[src/rtl/cp0_regfile.sv]
// rtl/cp0_regfile.sv - Coprocessor-0 register file with exception commit, timer and interrupt request
module cp0_regfile #(
  parameter logic [31:0] STATUS_RESET = 32'h0040_0000,
  parameter int          COUNT_DIV    = 1  // must be >= 1
) (
  input  logic        clk,
  input  logic        rst,
  input  logic [4:0]  raddr,
  output logic [31:0] rdata,
  input  logic        we,
  input  logic [4:0]  waddr,
  input  logic [31:0] wdata,
  input  logic        exc_commit,
  input  logic [4:0]  exc_code,
  input  logic [31:0] exc_pc,
  input  logic        exc_bd,
  input  logic        exc_badv_we,
  input  logic [31:0] exc_badvaddr,
  input  logic        eret,
  input  logic [5:0]  hw_int,
  output logic [31:0] status,
  output logic [31:0] cause,
  output logic [31:0] epc,
  output logic        int_req
);

  localparam logic [4:0]  REG_BADVADDR = 5'd8;
  localparam logic [4:0]  REG_COUNT    = 5'd9;
  localparam logic [4:0]  REG_COMPARE  = 5'd11;
  localparam logic [4:0]  REG_STATUS   = 5'd12;
  localparam logic [4:0]  REG_CAUSE    = 5'd13;
  localparam logic [4:0]  REG_EPC      = 5'd14;
  // Status bits software may change: IM[15:8], EXL, IE; BEV is hard-wired to 1
  localparam logic [31:0] STATUS_WMASK = 32'h0000_FF03;
  localparam logic [31:0] STATUS_BEV   = 32'h0040_0000;

  logic [31:0]          badvaddr;
  logic [31:0]          count;
  logic [31:0]          compare;
  logic [COUNT_DIV-1:0] div;

  logic [31:0] status_next;
  logic [31:0] cause_next;
  logic        ti_next;
  logic        mtc0;

  // An exception commit in the same cycle squashes the MTC0 entirely
  assign mtc0 = we & ~exc_commit;

  // Next-state of Status and Cause, including timer flag and interrupt sampling
  always_comb begin
    status_next = status;
    cause_next  = cause;
    ti_next     = cause[30] | (count == compare);
    if (mtc0 && waddr == REG_COMPARE) begin
      ti_next = 1'b0;
    end
    if (mtc0 && waddr == REG_STATUS) begin
      status_next = (wdata & STATUS_WMASK) | STATUS_BEV;
    end
    if (exc_commit) begin
      status_next[1] = 1'b1;
    end else if (eret) begin
      status_next[1] = 1'b0;
    end
    cause_next[30]    = ti_next;
    cause_next[15:10] = {hw_int[5] | ti_next, hw_int[4:0]};
    if (mtc0 && waddr == REG_CAUSE) begin
      cause_next[9:8] = wdata[9:8];
    end
    if (exc_commit) begin
      cause_next[6:2] = exc_code;
      if (!status[1]) begin
        cause_next[31] = exc_bd;
      end
    end
  end

  // Register state update; exception commit takes priority over MTC0 for EPC
  always_ff @(posedge clk or posedge rst) begin
    if (rst) begin
      status   <= STATUS_RESET;
      cause    <= 32'd0;
      epc      <= 32'd0;
      badvaddr <= 32'd0;
      count    <= 32'd0;
      compare  <= 32'd0;
      div      <= '0;
    end else begin
      status <= status_next;
      cause  <= cause_next;
      div    <= div + COUNT_DIV'(1);
      if (mtc0 && waddr == REG_COUNT) begin
        count <= wdata;
      end else if (&div) begin
        count <= count + 32'd1;
      end
      if (mtc0 && waddr == REG_COMPARE) begin
        compare <= wdata;
      end
      if (exc_commit) begin
        if (!status[1]) begin
          epc <= exc_pc;
        end
      end else if (mtc0 && waddr == REG_EPC) begin
        epc <= wdata;
      end
      if (exc_commit && exc_badv_we) begin
        badvaddr <= exc_badvaddr;
      end
    end
  end

  // MFC0 read mux; shows registered values, no write bypass
  always_comb begin
    rdata = 32'd0;
    case (raddr)
      REG_BADVADDR: rdata = badvaddr;
      REG_COUNT:    rdata = count;
      REG_COMPARE:  rdata = compare;
      REG_STATUS:   rdata = status;
      REG_CAUSE:    rdata = cause;
      REG_EPC:      rdata = epc;
      default:      rdata = 32'd0;
    endcase
  end

  assign int_req = status[0] & ~status[1] & (|(cause[15:8] & status[15:8]));

endmodule
[config.mk]
export PLATFORM = sky130hd
export DESIGN_NAME = cp0_regfile
export DESIGN_NICKNAME = d
export VERILOG_FILES = /design/src/rtl/cp0_regfile.sv
export SDC_FILE = /design/constraint.sdc
export NUM_CORES = 1
export LEC_CHECK = 0
export BUFFER_PORTS_ARGS = -buffer_cell sky130_fd_sc_hd__buf_4
export CAP_MARGIN = 0
export CELL_PAD_IN_SITES_DETAIL_PLACEMENT = 0
export CELL_PAD_IN_SITES_GLOBAL_PLACEMENT = 2
export CORE_MARGIN = 5
export CORE_UTILIZATION = 30
export DETAILED_ROUTE_END_ITERATION = 10
export GPL_TIMING_DRIVEN = 0
export PLACE_DENSITY_LB_ADDON = 0.1
export SYNTH_ARGS = -nofsm -noshare
export SYNTH_HDL_FRONTEND = slang
export SYNTH_SLANG_ARGS = --single-unit
[constraint.sdc]
create_clock -name clk -period 5.8 [get_ports clk]
set_input_delay 0.87 -clock clk [delete_from_list [all_inputs] [get_ports clk]]
set_output_delay 0.87 -clock clk [all_outputs]
set_load 0.02 [all_outputs]
==> flow_summary_export.csv <==
group,metric,value,unit
outcome,status,"complete, no violations",
placement,io_buffer_count,212,
routing,drt_first_pass_iters,6,
floorplanning,placementRows,60,
timing,min_period_over_period,72.97,%
synth,syn_area_per_cell,10.51,um^2
routing,via_count,6966,
cells_and_area,layout.nets,1165,
critical_path,slowest_stage,"nor3_1",
timing,min_period,4.232,ns
critical_path,crit_required,4.93,ns
synth,synth-seq-area-share,47.63,%
clocking,clock_sinks,154,
routing,drc,0,
routing,routedWlPerCell,22.37,um
timing,relSlewSlack,14.26,%
critical_path,reg2reg_depth,4,
floorplanning,start_util,30.27,%
global_routing,grt_pass1_wl,46650,um
clocking,cts.repair.resized,0,
floorplanning,die_height,174.2,um
synth,ys_ff_latch,154,
cells_and_area,design_area,10910,um^2
floorplanning,die_w,174.2,um
cells_and_area,layout_common_cells,"buf_4, dfrtp_1, nand2_1",
synth,ys_types,43,
floorplanning,core_area,26730,um^2
routing,viasPerCell,4.997,
critical_path,cp_max_fo,10,
cells_and_area,multi_input_area,3871,um^2
placement,dpl_cell_area,10300,um^2
critical_path,end_kind,"output pin",
critical_path,cp_common_cell,"buf_4",
synth,syn_area,8090,um^2
cells_and_area,area_delta_synth_final,34.91,%
global_routing,track_usage,20.35,%
placement,dp_hpwl,23450,um
timing,fmax,0.2363,GHz
routing,wl,31180,um
clocking,ctsHoldBuffers,0,
critical_path,critPathArrivalTime,3.36,ns
critical_path,start_kind,"input pin",
critical_path,worst-setup-path-type,"in2out",
critical_path,slowest_delay,0.94,ns
cells_and_area,antenna_cells,0,
placement,place_ws,1.632,ns
critical_path,path_cells,"buf_4, nand3b_1, nor3_1, clkbuf_1, a22oi_1, nand2_1, buf_4",
worst_hold_path,worstHoldPathType,"in2async",
cells_and_area,seqCellArea,3854,um^2
global_routing,grt_max_degree,111,
timing,final_max_slew_viol_count,0,
clocking,cts_buffer_depth,2,
timing,setup_viol,0,
cells_and_area,final_common_cell,"buf_4",
timing,timing.hold.ws,0.4204,ns
pwr,power_density,315.0,nW/um^2
clocking,h-tree-depth,4,
timing,worst_slack,1.568,ns
global_routing,grt_pass1_vias,7308,
floorplanning,io_pins,253,
routing,ant_nets,0,
pwr,peakVddDrop,156.6,uV
synth,syn_inst,770,
critical_path,r2r_setup_slack,3.28,ns
timing,rsz0062_at_grt,"no",
global_routing,grt.overflow.total,0,
floorplanning,fp.dieArea,30350,um^2
timing,skew,0.01188,ns
clocking,cts_setup_buffers,0,
critical_path,reg2reg_to,"epc[9]$_DFFE_PP0P_",
clocking,cts_tree,"done",
clocking,clk_latency,0.43,ns
timing,tns,0,ns
placement,gp_congestion,0.8169,
run,drv_cap,0,
pwr,leakage,5.223,nW
clocking,cts.root.buffer_cell,"clkbuf_16",
critical_path,r2r-start,"status[1]$_DFFE_PP0P_",
clocking,cts.clk_slew.worst_paths,0.07,ns
global_routing,antenna_found_initial,0,
timing,worstMarginPinSlew,1.286,ns
timing,hold_violations,0,
cells_and_area,final_layout_size_suffix_gt1_share,36.28,%
synth,ys_warn_count,0,
clocking,cts_made_buffers,17,
routing,first_iter_violations,393,
pwr,fin_total_pwr,3.438,mW
cells_and_area,fillers,2725,
-- worst max-delay path, delay by kind of cell --
kind,cells,cell delay [ns]
AOI/OAI and AO/OA,1,0.20
and+or+nand+nor,3,1.31
buffers and inverters,3,0.98
-- logic make-up after synthesis --
group                    count (synthesis)  share of synthesized area [%]
buffers and inverters                   94                          6.310
XOR/XNOR                                63                          6.820
other                                    2                        0.09283
adder cells (fa/ha/maj)                  1                         0.1546
AND/OR/NAND/NOR                        196                          11.72
multiplexers                           115                          15.48
AO/OA/AOI/OAI                          145                          11.78
flip-flops                             154                          47.63
-- worst max path at each step --
stage	startpoint	end	slack, ns	cells after the start
global route	raddr[2]	rdata[10]	1.58	7
global placement	rst	cause[10]$_DFF_PP0_	-1.57	2
floorplan	rst	badvaddr[0]$_DFFE_PP0P_	0.78	1
finish	raddr[2]	rdata[31]	1.57	7
detailed placement	raddr[2]	rdata[31]	1.63	7
CTS	raddr[2]	rdata[31]	1.63	7
-- per-layer routing --
metal / track usage, % / vias up / share of wire (%)
li1: - / 3232 / -
met1: 27.19 / 3459 / 44
met2: 33.52 / 249 / 48
met3: 5.024 / 26 / 6.2
met4: 4.520 / 0 / 1.3
met5: 0 / - / 0
-- sequential cells by signal (all words and copies together) (netlist names) --
name / count
cause: 15
badvaddr: 32
compare: 32
epc: 32
div: 1
count: 32
status: 10
-- layout make-up --
| cell class | instances | share of cell area [%] |
|---|---|---|
| tap | 341 | 3.909 |
| timing repair buffer | 214 | 14.90 |
| clock buffer | 20 | 4.184 |
| sequential | 154 | 35.31 |
| buffer | 87 | 4.437 |
| clock inverter | 12 | 1.479 |
| inverter | 7 | 0.3095 |
| multi-input combinational | 559 | 35.47 |
-- Yosys cell counts, drive strengths merged --
library cell,n,area [um^2]
nand2,96,360.4
o21ai,59,295.3
nand2b,3,18.77
a221oi,1,8.760
a21oi,7,35.03
a22oi,63,473.0
and3,5,31.28
nor3,10,66.32
o31a,1,8.760
nor4,13,87.58
dfrtp,154,3854
conb,2,7.510
nor2,18,67.56
nor4b,1,8.760
ha,1,12.51
nand3b,1,7.510
xnor2,13,113.9
clkbuf,34,127.6
a311oi,1,8.760
mux2,81,912.1
inv,7,26.28
o21a,1,7.510
nand4,16,106.4
nand3,23,115.1
and4,1,8.760
xor2,50,437.9
buf,53,356.6
mux2i,34,340.3
or3,2,12.51
and2,4,25.02
nor2b,1,6.260
or4b,1,13.76
and4bb,1,12.51
a222oi,10,100.1
a22o,1,8.760
o21bai,1,7.510
-- power by group --
group / total (mW) / switching (mW) / internal [mW]
sequential: 1.43 / 0.178 / 1.25
combinational: 0.825 / 0.460 / 0.365
clock: 1.18 / 0.477 / 0.705
-- per-stage QoR --
stage / std cells / util [%]
2_1_floorplan: 807 / -
3_3_place_gp: 1360 / 38.34
3_5_place_dp: 1362 / 38.53
4_1_cts: 1394 / 40.84
5_1_grt: 1394 / 40.84
6_report: 1394 / 40.84
Note: power is estimated with default switching activity, not from simulation.
